`config.mk`:
```
export PLATFORM = sky130hd
export DESIGN_NAME = dmem_arbiter
export DESIGN_NICKNAME = d
export VERILOG_FILES = /design/src/rtl/dmem_arbiter_pkg.sv /design/src/rtl/dmem_ld_tracker.sv /design/src/rtl/dmem_arbiter.sv
export SDC_FILE = /design/constraint.sdc
export NUM_CORES = 1
export LEC_CHECK = 0
export CORE_AREA = 3 3 144 146
export DETAILED_ROUTE_END_ITERATION = 10
export DIE_AREA = 0 0 147 149
export DONT_BUFFER_PORTS = 1
export PLACE_DENSITY = 0.61
export SLEW_MARGIN = 10
export SYNTH_ARGS = -nofsm -noshare
export SYNTH_HDL_FRONTEND = slang
export SYNTH_SLANG_ARGS = --single-unit
```
`constraint.sdc`:
```
create_clock -name clock -period 2.2 [get_ports clock]
set_input_delay 0.22 -clock clock [delete_from_list [all_inputs] [get_ports clock]]
set_output_delay 0.22 -clock clock [all_outputs]
set_load 0.02 [all_outputs]
```
`src/rtl/dmem_arbiter_pkg.sv`:
```
// Shared widths, command/state encodings and the issue-register packet for the
// data-memory arbiter.
package dmem_arbiter_pkg;

    localparam int XLEN   = 32;
    localparam int DATA_W = 64;
    localparam int TAG_W  = 4;

    typedef enum logic [1:0] {
        MEM_NONE  = 2'd0,
        MEM_LOAD  = 2'd1,
        MEM_STORE = 2'd2
    } mem_command_e;

    typedef enum logic {
        ISS_IDLE = 1'b0,
        ISS_BUSY = 1'b1
    } iss_state_e;

    typedef enum logic [1:0] {
        LD_IDLE    = 2'd0,
        LD_ISSUE   = 2'd1,
        LD_WAIT    = 2'd2,
        LD_DISCARD = 2'd3
    } ld_state_e;

    typedef struct packed {
        mem_command_e      cmd;
        logic [XLEN-1:0]   addr;
        logic [DATA_W-1:0] data;
        logic [1:0]        size;
    } dmem_req_t;

    // Tag 0 means "no data", so it can never match an outstanding load.
    function automatic logic tag_hit(input logic [TAG_W-1:0] seen,
                                     input logic [TAG_W-1:0] held);
        return (seen != '0) && (seen == held);
    endfunction

endpackage

```
`src/rtl/dmem_ld_tracker.sv`:
```
// Tracks the single outstanding load from grant through tag return, including
// squash handling, and registers the load response.
module dmem_ld_tracker
    import dmem_arbiter_pkg::*;
(
    input  logic              clock,
    input  logic              reset,
    input  logic              ld_grant_i,
    input  logic              squash_i,
    input  logic [TAG_W-1:0]  mem2proc_response_i,
    input  logic [TAG_W-1:0]  mem2proc_tag_i,
    input  logic [DATA_W-1:0] mem2proc_data_i,
    output logic              ld_idle_o,
    output logic              ld_kill_o,
    output logic              ld_resp_valid_o,
    output logic [DATA_W-1:0] ld_resp_data_o
);

    ld_state_e         state_q;
    logic [TAG_W-1:0]  tag_q;
    logic              resp_valid_q;
    logic [DATA_W-1:0] resp_data_q;
    logic              accept;
    logic              hit;

    // LD_ISSUE implies the issue register holds this load.
    assign accept    = (state_q == LD_ISSUE) && (mem2proc_response_i != '0);
    assign hit       = tag_hit(mem2proc_tag_i, tag_q);
    assign ld_idle_o = (state_q == LD_IDLE);
    assign ld_kill_o = (state_q == LD_ISSUE) && squash_i && !accept;

    // NOTE: state registers use non-blocking assignments so every flop samples
    // pre-edge values regardless of statement order.
    always_ff @(posedge clock) begin
        if (reset) begin
            state_q      <= LD_IDLE;
            tag_q        <= '0;
            resp_valid_q <= 1'b0;
            resp_data_q  <= '0;
        end else begin
            resp_valid_q <= 1'b0;
            case (state_q)
                LD_IDLE: begin
                    if (ld_grant_i) state_q <= LD_ISSUE;
                end
                LD_ISSUE: begin
                    if (accept) begin
                        tag_q   <= mem2proc_response_i;
                        state_q <= squash_i ? LD_DISCARD : LD_WAIT;
                    end else if (squash_i) begin
                        state_q <= LD_IDLE;
                    end
                end
                LD_WAIT: begin
                    if (hit) begin
                        state_q <= LD_IDLE;
                        // Data for a load squashed in the return cycle is dropped.
                        if (!squash_i) begin
                            resp_valid_q <= 1'b1;
                            resp_data_q  <= mem2proc_data_i;
                        end
                    end else if (squash_i) begin
                        state_q <= LD_DISCARD;
                    end
                end
                LD_DISCARD: begin
                    if (hit) state_q <= LD_IDLE;
                end
                default: state_q <= LD_IDLE;
            endcase
        end
    end

    assign ld_resp_valid_o = resp_valid_q;
    assign ld_resp_data_o  = resp_data_q;

endmodule

```
`src/rtl/dmem_arbiter.sv`:
```
// Arbitrates committed stores and speculative loads onto a single-command memory
// port through a one-entry issue register.
module dmem_arbiter
    import dmem_arbiter_pkg::*;
(
    input  logic              clock,
    input  logic              reset,
    input  logic              st_req_valid,
    input  logic [XLEN-1:0]   st_req_addr,
    input  logic [DATA_W-1:0] st_req_data,
    input  logic [1:0]        st_req_size,
    input  logic              st_urgent,
    output logic              st_req_ready,
    output logic              st_done,
    input  logic              ld_req_valid,
    input  logic [XLEN-1:0]   ld_req_addr,
    input  logic [1:0]        ld_req_size,
    output logic              ld_req_ready,
    output logic              ld_resp_valid,
    output logic [DATA_W-1:0] ld_resp_data,
    input  logic              squash,
    output logic [1:0]        proc2mem_command,
    output logic [XLEN-1:0]   proc2mem_addr,
    output logic [DATA_W-1:0] proc2mem_data,
    output logic [1:0]        proc2mem_size,
    input  logic [TAG_W-1:0]  mem2proc_response,
    input  logic [DATA_W-1:0] mem2proc_data,
    input  logic [TAG_W-1:0]  mem2proc_tag
);

    iss_state_e        iss_state_q, iss_state_d;
    dmem_req_t         issue_q, issue_d;
    dmem_req_t         issue_out;
    logic              last_grant_q, last_grant_d;  // 1 = store granted last
    logic              mem_accept, slot_free;
    logic              st_elig, ld_elig;
    logic              grant_st, grant_ld;
    logic              ld_idle, ld_kill, ld_resp_valid_int;
    logic [DATA_W-1:0] ld_resp_data_int;

    assign mem_accept = (iss_state_q == ISS_BUSY) && (mem2proc_response != '0);
    assign slot_free  = (iss_state_q == ISS_IDLE) || mem_accept;
    assign st_elig    = slot_free && st_req_valid;
    assign ld_elig    = slot_free && ld_idle && !squash && ld_req_valid;

    // NOTE: every always_comb output gets a default first so no path leaves it
    // unassigned and infers a latch.
    always_comb begin
        grant_st = 1'b0;
        grant_ld = 1'b0;
        if (st_elig && ld_elig) begin
            if (st_urgent || !last_grant_q) grant_st = 1'b1;
            else                            grant_ld = 1'b1;
        end else begin
            grant_st = st_elig;
            grant_ld = ld_elig;
        end
    end

    always_comb begin
        iss_state_d  = iss_state_q;
        issue_d      = issue_q;
        last_grant_d = last_grant_q;
        if (mem_accept || ld_kill) begin
            iss_state_d = ISS_IDLE;
            issue_d     = '0;
        end
        // A grant in the accept cycle refills the slot back-to-back.
        if (grant_st) begin
            iss_state_d  = ISS_BUSY;
            issue_d      = '{cmd: MEM_STORE, addr: st_req_addr,
                             data: st_req_data, size: st_req_size};
            last_grant_d = 1'b1;
        end else if (grant_ld) begin
            iss_state_d  = ISS_BUSY;
            issue_d      = '{cmd: MEM_LOAD, addr: ld_req_addr,
                             data: '0, size: ld_req_size};
            last_grant_d = 1'b0;
        end
    end

    always_ff @(posedge clock) begin
        if (reset) begin
            iss_state_q  <= ISS_IDLE;
            issue_q      <= '0;
            last_grant_q <= 1'b0;
        end else begin
            iss_state_q  <= iss_state_d;
            issue_q      <= issue_d;
            last_grant_q <= last_grant_d;
        end
    end

    dmem_ld_tracker u_ld_tracker (
        .clock               (clock),
        .reset               (reset),
        .ld_grant_i          (grant_ld),
        .squash_i            (squash),
        .mem2proc_response_i (mem2proc_response),
        .mem2proc_tag_i      (mem2proc_tag),
        .mem2proc_data_i     (mem2proc_data),
        .ld_idle_o           (ld_idle),
        .ld_kill_o           (ld_kill),
        .ld_resp_valid_o     (ld_resp_valid_int),
        .ld_resp_data_o      (ld_resp_data_int)
    );

    // Outputs read as idle during the reset cycle itself, before state clears.
    assign issue_out        = reset ? '0 : issue_q;
    assign proc2mem_command = issue_out.cmd;
    assign proc2mem_addr    = issue_out.addr;
    assign proc2mem_data    = issue_out.data;
    assign proc2mem_size    = issue_out.size;

    assign st_req_ready  = !reset && grant_st;
    assign ld_req_ready  = !reset && grant_ld;
    assign st_done       = !reset && mem_accept && (issue_q.cmd == MEM_STORE);
    assign ld_resp_valid = !reset && ld_resp_valid_int;
    assign ld_resp_data  = ld_resp_data_int;

endmodule

```
==> results.yml <==
placed_design:
  port_buffers: 0
  place_inst: 1043
  hpwl_mm: 14.6
  dpl_cell_area_sq_mm: 0.00759
  gp_congestion: 0.740
final_layout:
  final_net_count: 1189
  final_cell_mix: "dlygate4sd3_1, dfxtp_1, inv_1"
  fill_cells: 1718
  syn_to_final_growth_pct: 37.5
  final_common_cell: "dlygate4sd3_1"
  antenna_cells: 0
  layout.cells.non_filler: 1256
  layout-drive-gt1-share_pct: 7.27
  final_area_sq_mm: 0.0100
timing:
  slew_headroom_pct: 42.2
  fin_crit_ns: 2.12
  setup_viol: 0
  fmaxAchievable_ghz: 0.472
  slew_violations: 0
  rsz0062_at_grt: "no"
  tightest_slew_ns: 0.865
  tns_ns: 0
  finClkSkew_ns: 0.00791
  period_share_pct: 96.4
  final-hold-violation-count: 0
power_and_ir_drop:
  ir_drop_mv: 0.455
  leakagePower_uw: 0.00396
  cellPowerDensity_mw_per_mm2: 770
synth:
  syn-num-nets: 1050
  ys_seq_area_share_pct: 47.4
  netlist_area_sq_mm: 0.00731
  yosys_register_bits: 173
  synth_cell_types: 39
  synthAdderAreaFrac_pct: 0
  synth_simple_gate_area_share_pct: 15.3
  synth_top_family_by_area: "compound AO/OA/AOI/OAI gates"
  synth-edff-count: 0
  avgSynthCellArea_sq_um: 8.70
  synth-compound-area-share_pct: 26.3
  syn_inst: 840
  postSynth.asyncResetShare_pct: 0
  synth_mux_area_share_pct: 0
  synthXorXnorAreaFrac_pct: 0.599
  synth_top_flop_cell: "dfxtp_1"
  ys_warn_count: 0
setup_path:
  endpoint_kind: "primary output"
  reg2reg_depth: 6
  worstPathMaxFanout: 8
  critPathArrivalTime_ns: 1.90
  cp_slowest_cell: "or4b_4"
  r2r-start: "u_ld_tracker.state_q[0]"
  reg2reg_to: "issue_q[98]"
  crit_type: "reg2out"
  max_stage_delay_ns: 0.55
  critPathLaunchType: "register"
  path_cells: "or4b_4 -> a21oi_4 -> buf_12 -> nor2b_1 -> buf_4"
  required_ns: 1.98
  ff2ff_setup_slack_ns: 0.17
cts:
  htreeDepth: 4
  clkSinkCount: 173
  root_buffer: "clkbuf_16"
  cts_buffers: 17
  clk_pin_slew_ns: 0.07
  clockBufferDepth: 2
  clkLatencyLatePin_ns: 0.41
  cts_tree: "built"
routing:
  wl_per_cell_um: 19.3
  first_iter_violations: 465
  vias: 7009
  ant_nets: 0
  post_drt_via_cell_ratio: 5.58
  drcViolationCount: 0
  first_pass_iters: 7
  routed_wirelength_mm: 24.2
global_routing:
  grt_first_pass_wirelength_mm: 37.2
  grt_pass1_vias: 6755
  grt.total_usage_pct: 20.9
  antenna_found_initial: 0
  grt-ovfl-total: 0
  grt_max_degree: 103
min_path:
  hold_depth: 2
  hp-class: "in2reg"
  whs_endpoint: "issue_q[67]"
  hp-start: "ld_req_addr[1]"
die:
  io_pins: 378
  die_width_um: 147
  dieArea_sq_mm: 0.0219
  start_util_pct: 37.4
  rows: 51
  die_height_um: 149
  core_sq_mm: 0.0195
job:
  drv_cap: 0
status:
  status: "finished, final reports clean"
## how the worst max path moves through the flow
stage,endpoint,slack [ns],from
floorplan,ld_req_ready,0.23,u_ld_tracker.state_q[1]
global placement,issue_q[60],0.24,u_ld_tracker.state_q[0]
detailed placement,issue_q[32],0.21,u_ld_tracker.state_q[0]
CTS,ld_req_ready,0.02,u_ld_tracker.state_q[0]
global route,ld_req_ready,0.004,u_ld_tracker.state_q[0]
finish,ld_req_ready,0.08,u_ld_tracker.state_q[0]
## flip-flops by register name, indices dropped and copies added, names as in the netlist
| signal | cells |
|---|---|
| iss_state_q | 1 |
| issue_q | 100 |
| last_grant_q | 1 |
| u_ld_tracker.ld_resp_data_o | 64 |
| u_ld_tracker.ld_resp_valid_o | 1 |
| u_ld_tracker.state_q | 2 |
| u_ld_tracker.tag_q | 4 |
## cell families (layout without fill, tap and decap cells)
kind of cell | Yosys count | after routing
compound gates | 282 | 282
xor+xnor | 5 | 5
buf+inv | 187 | 338
flops | 173 | 173
simple gates | 193 | 193
## what timing repair did
action / in CTS / in global routing
cloned: 1 / 0
hold endpoints to repair: 171 / 9
resized for setup: 2 / 0
setup endpoints to repair: 1 / 1
hold buffers: 170 / 7
setup buffers: 1 / 3
## per-stage QoR
step | total power, uW | utilization [%] | setup WS (ns) | hold WS, ns
CTS | 7780 | 51.0 | 0.0160 | 0.000611
finish | 7740 | 51.5 | 0.0794 | 0.0193
floorplan | 4140 | - | 0.231 | 0.337
global placement | 4370 | 38.9 | 0.235 | 0.333
detailed placement | 4370 | 38.9 | 0.212 | 0.339
global route | 8060 | 51.5 | 0.00414 | -0.000460
## synth_stat cells, types with 2 or more instances
library cell    n  area share, %
a22oi_1        37            3.8
clkbuf_1       71            3.6
nor3b_1         2           0.21
inv_1         100            5.1
o21ai_0        64            4.4
a31oi_1         4           0.34
xnor2_1         5           0.60
nor2b_1         4           0.34
a21oi_1        67            4.6
buf_1           2           0.10
o32ai_1        34            4.1
nor2_1         39            2.0
buf_2           8           0.55
dfxtp_1       173             47
o41a_1          2           0.31
and3_1          2           0.17
buf_6           6           0.92
nand4_1        66            5.6
o2bb2ai_1      64            7.7
nand2_1         6           0.31
nand2b_1       66            5.6
## where the power goes
group          switching (uW)  internal [uW]  total, uW  leakage, uW
Sequential               57.8           3280       3330      0.00141
Clock                    1340           1740       3080     0.000289
Combinational             769            560       1330      0.00226
Total                    2170           5570       7740      0.00396
## worst max-delay path: cells and delay by family (launching register included)
kind / cells / cell delay (ns)
AOI/OAI and AO/OA: 1 / 0.17
buffers and inverters: 2 / 0.29
DFF: 1 / 0.36
and+or+nand+nor: 2 / 0.67
## routing by layer
layer	vias up	GRT usage [%]	routed length [um]
met3	33	6.99	2030
met5	-	0	0
met2	354	35.4	12100
met4	0	6.48	493
met1	3348	25.4	9560
li1	3274	-	-
## area by class of cell
class / count / area, sq um / share of cell area, %
flip-flops and latches: 173 / 3460 / 34.5
clock inverters: 12 / 151 / 1.51
inverters: 100 / 375 / 3.74
multi-input cells: 480 / 3120 / 31.0
repair buffers: 207 / 2160 / 21.5
clock buffers: 19 / 443 / 4.41
well taps: 265 / 332 / 3.30
No activity file was read; power rests on OpenSTA's default activity.
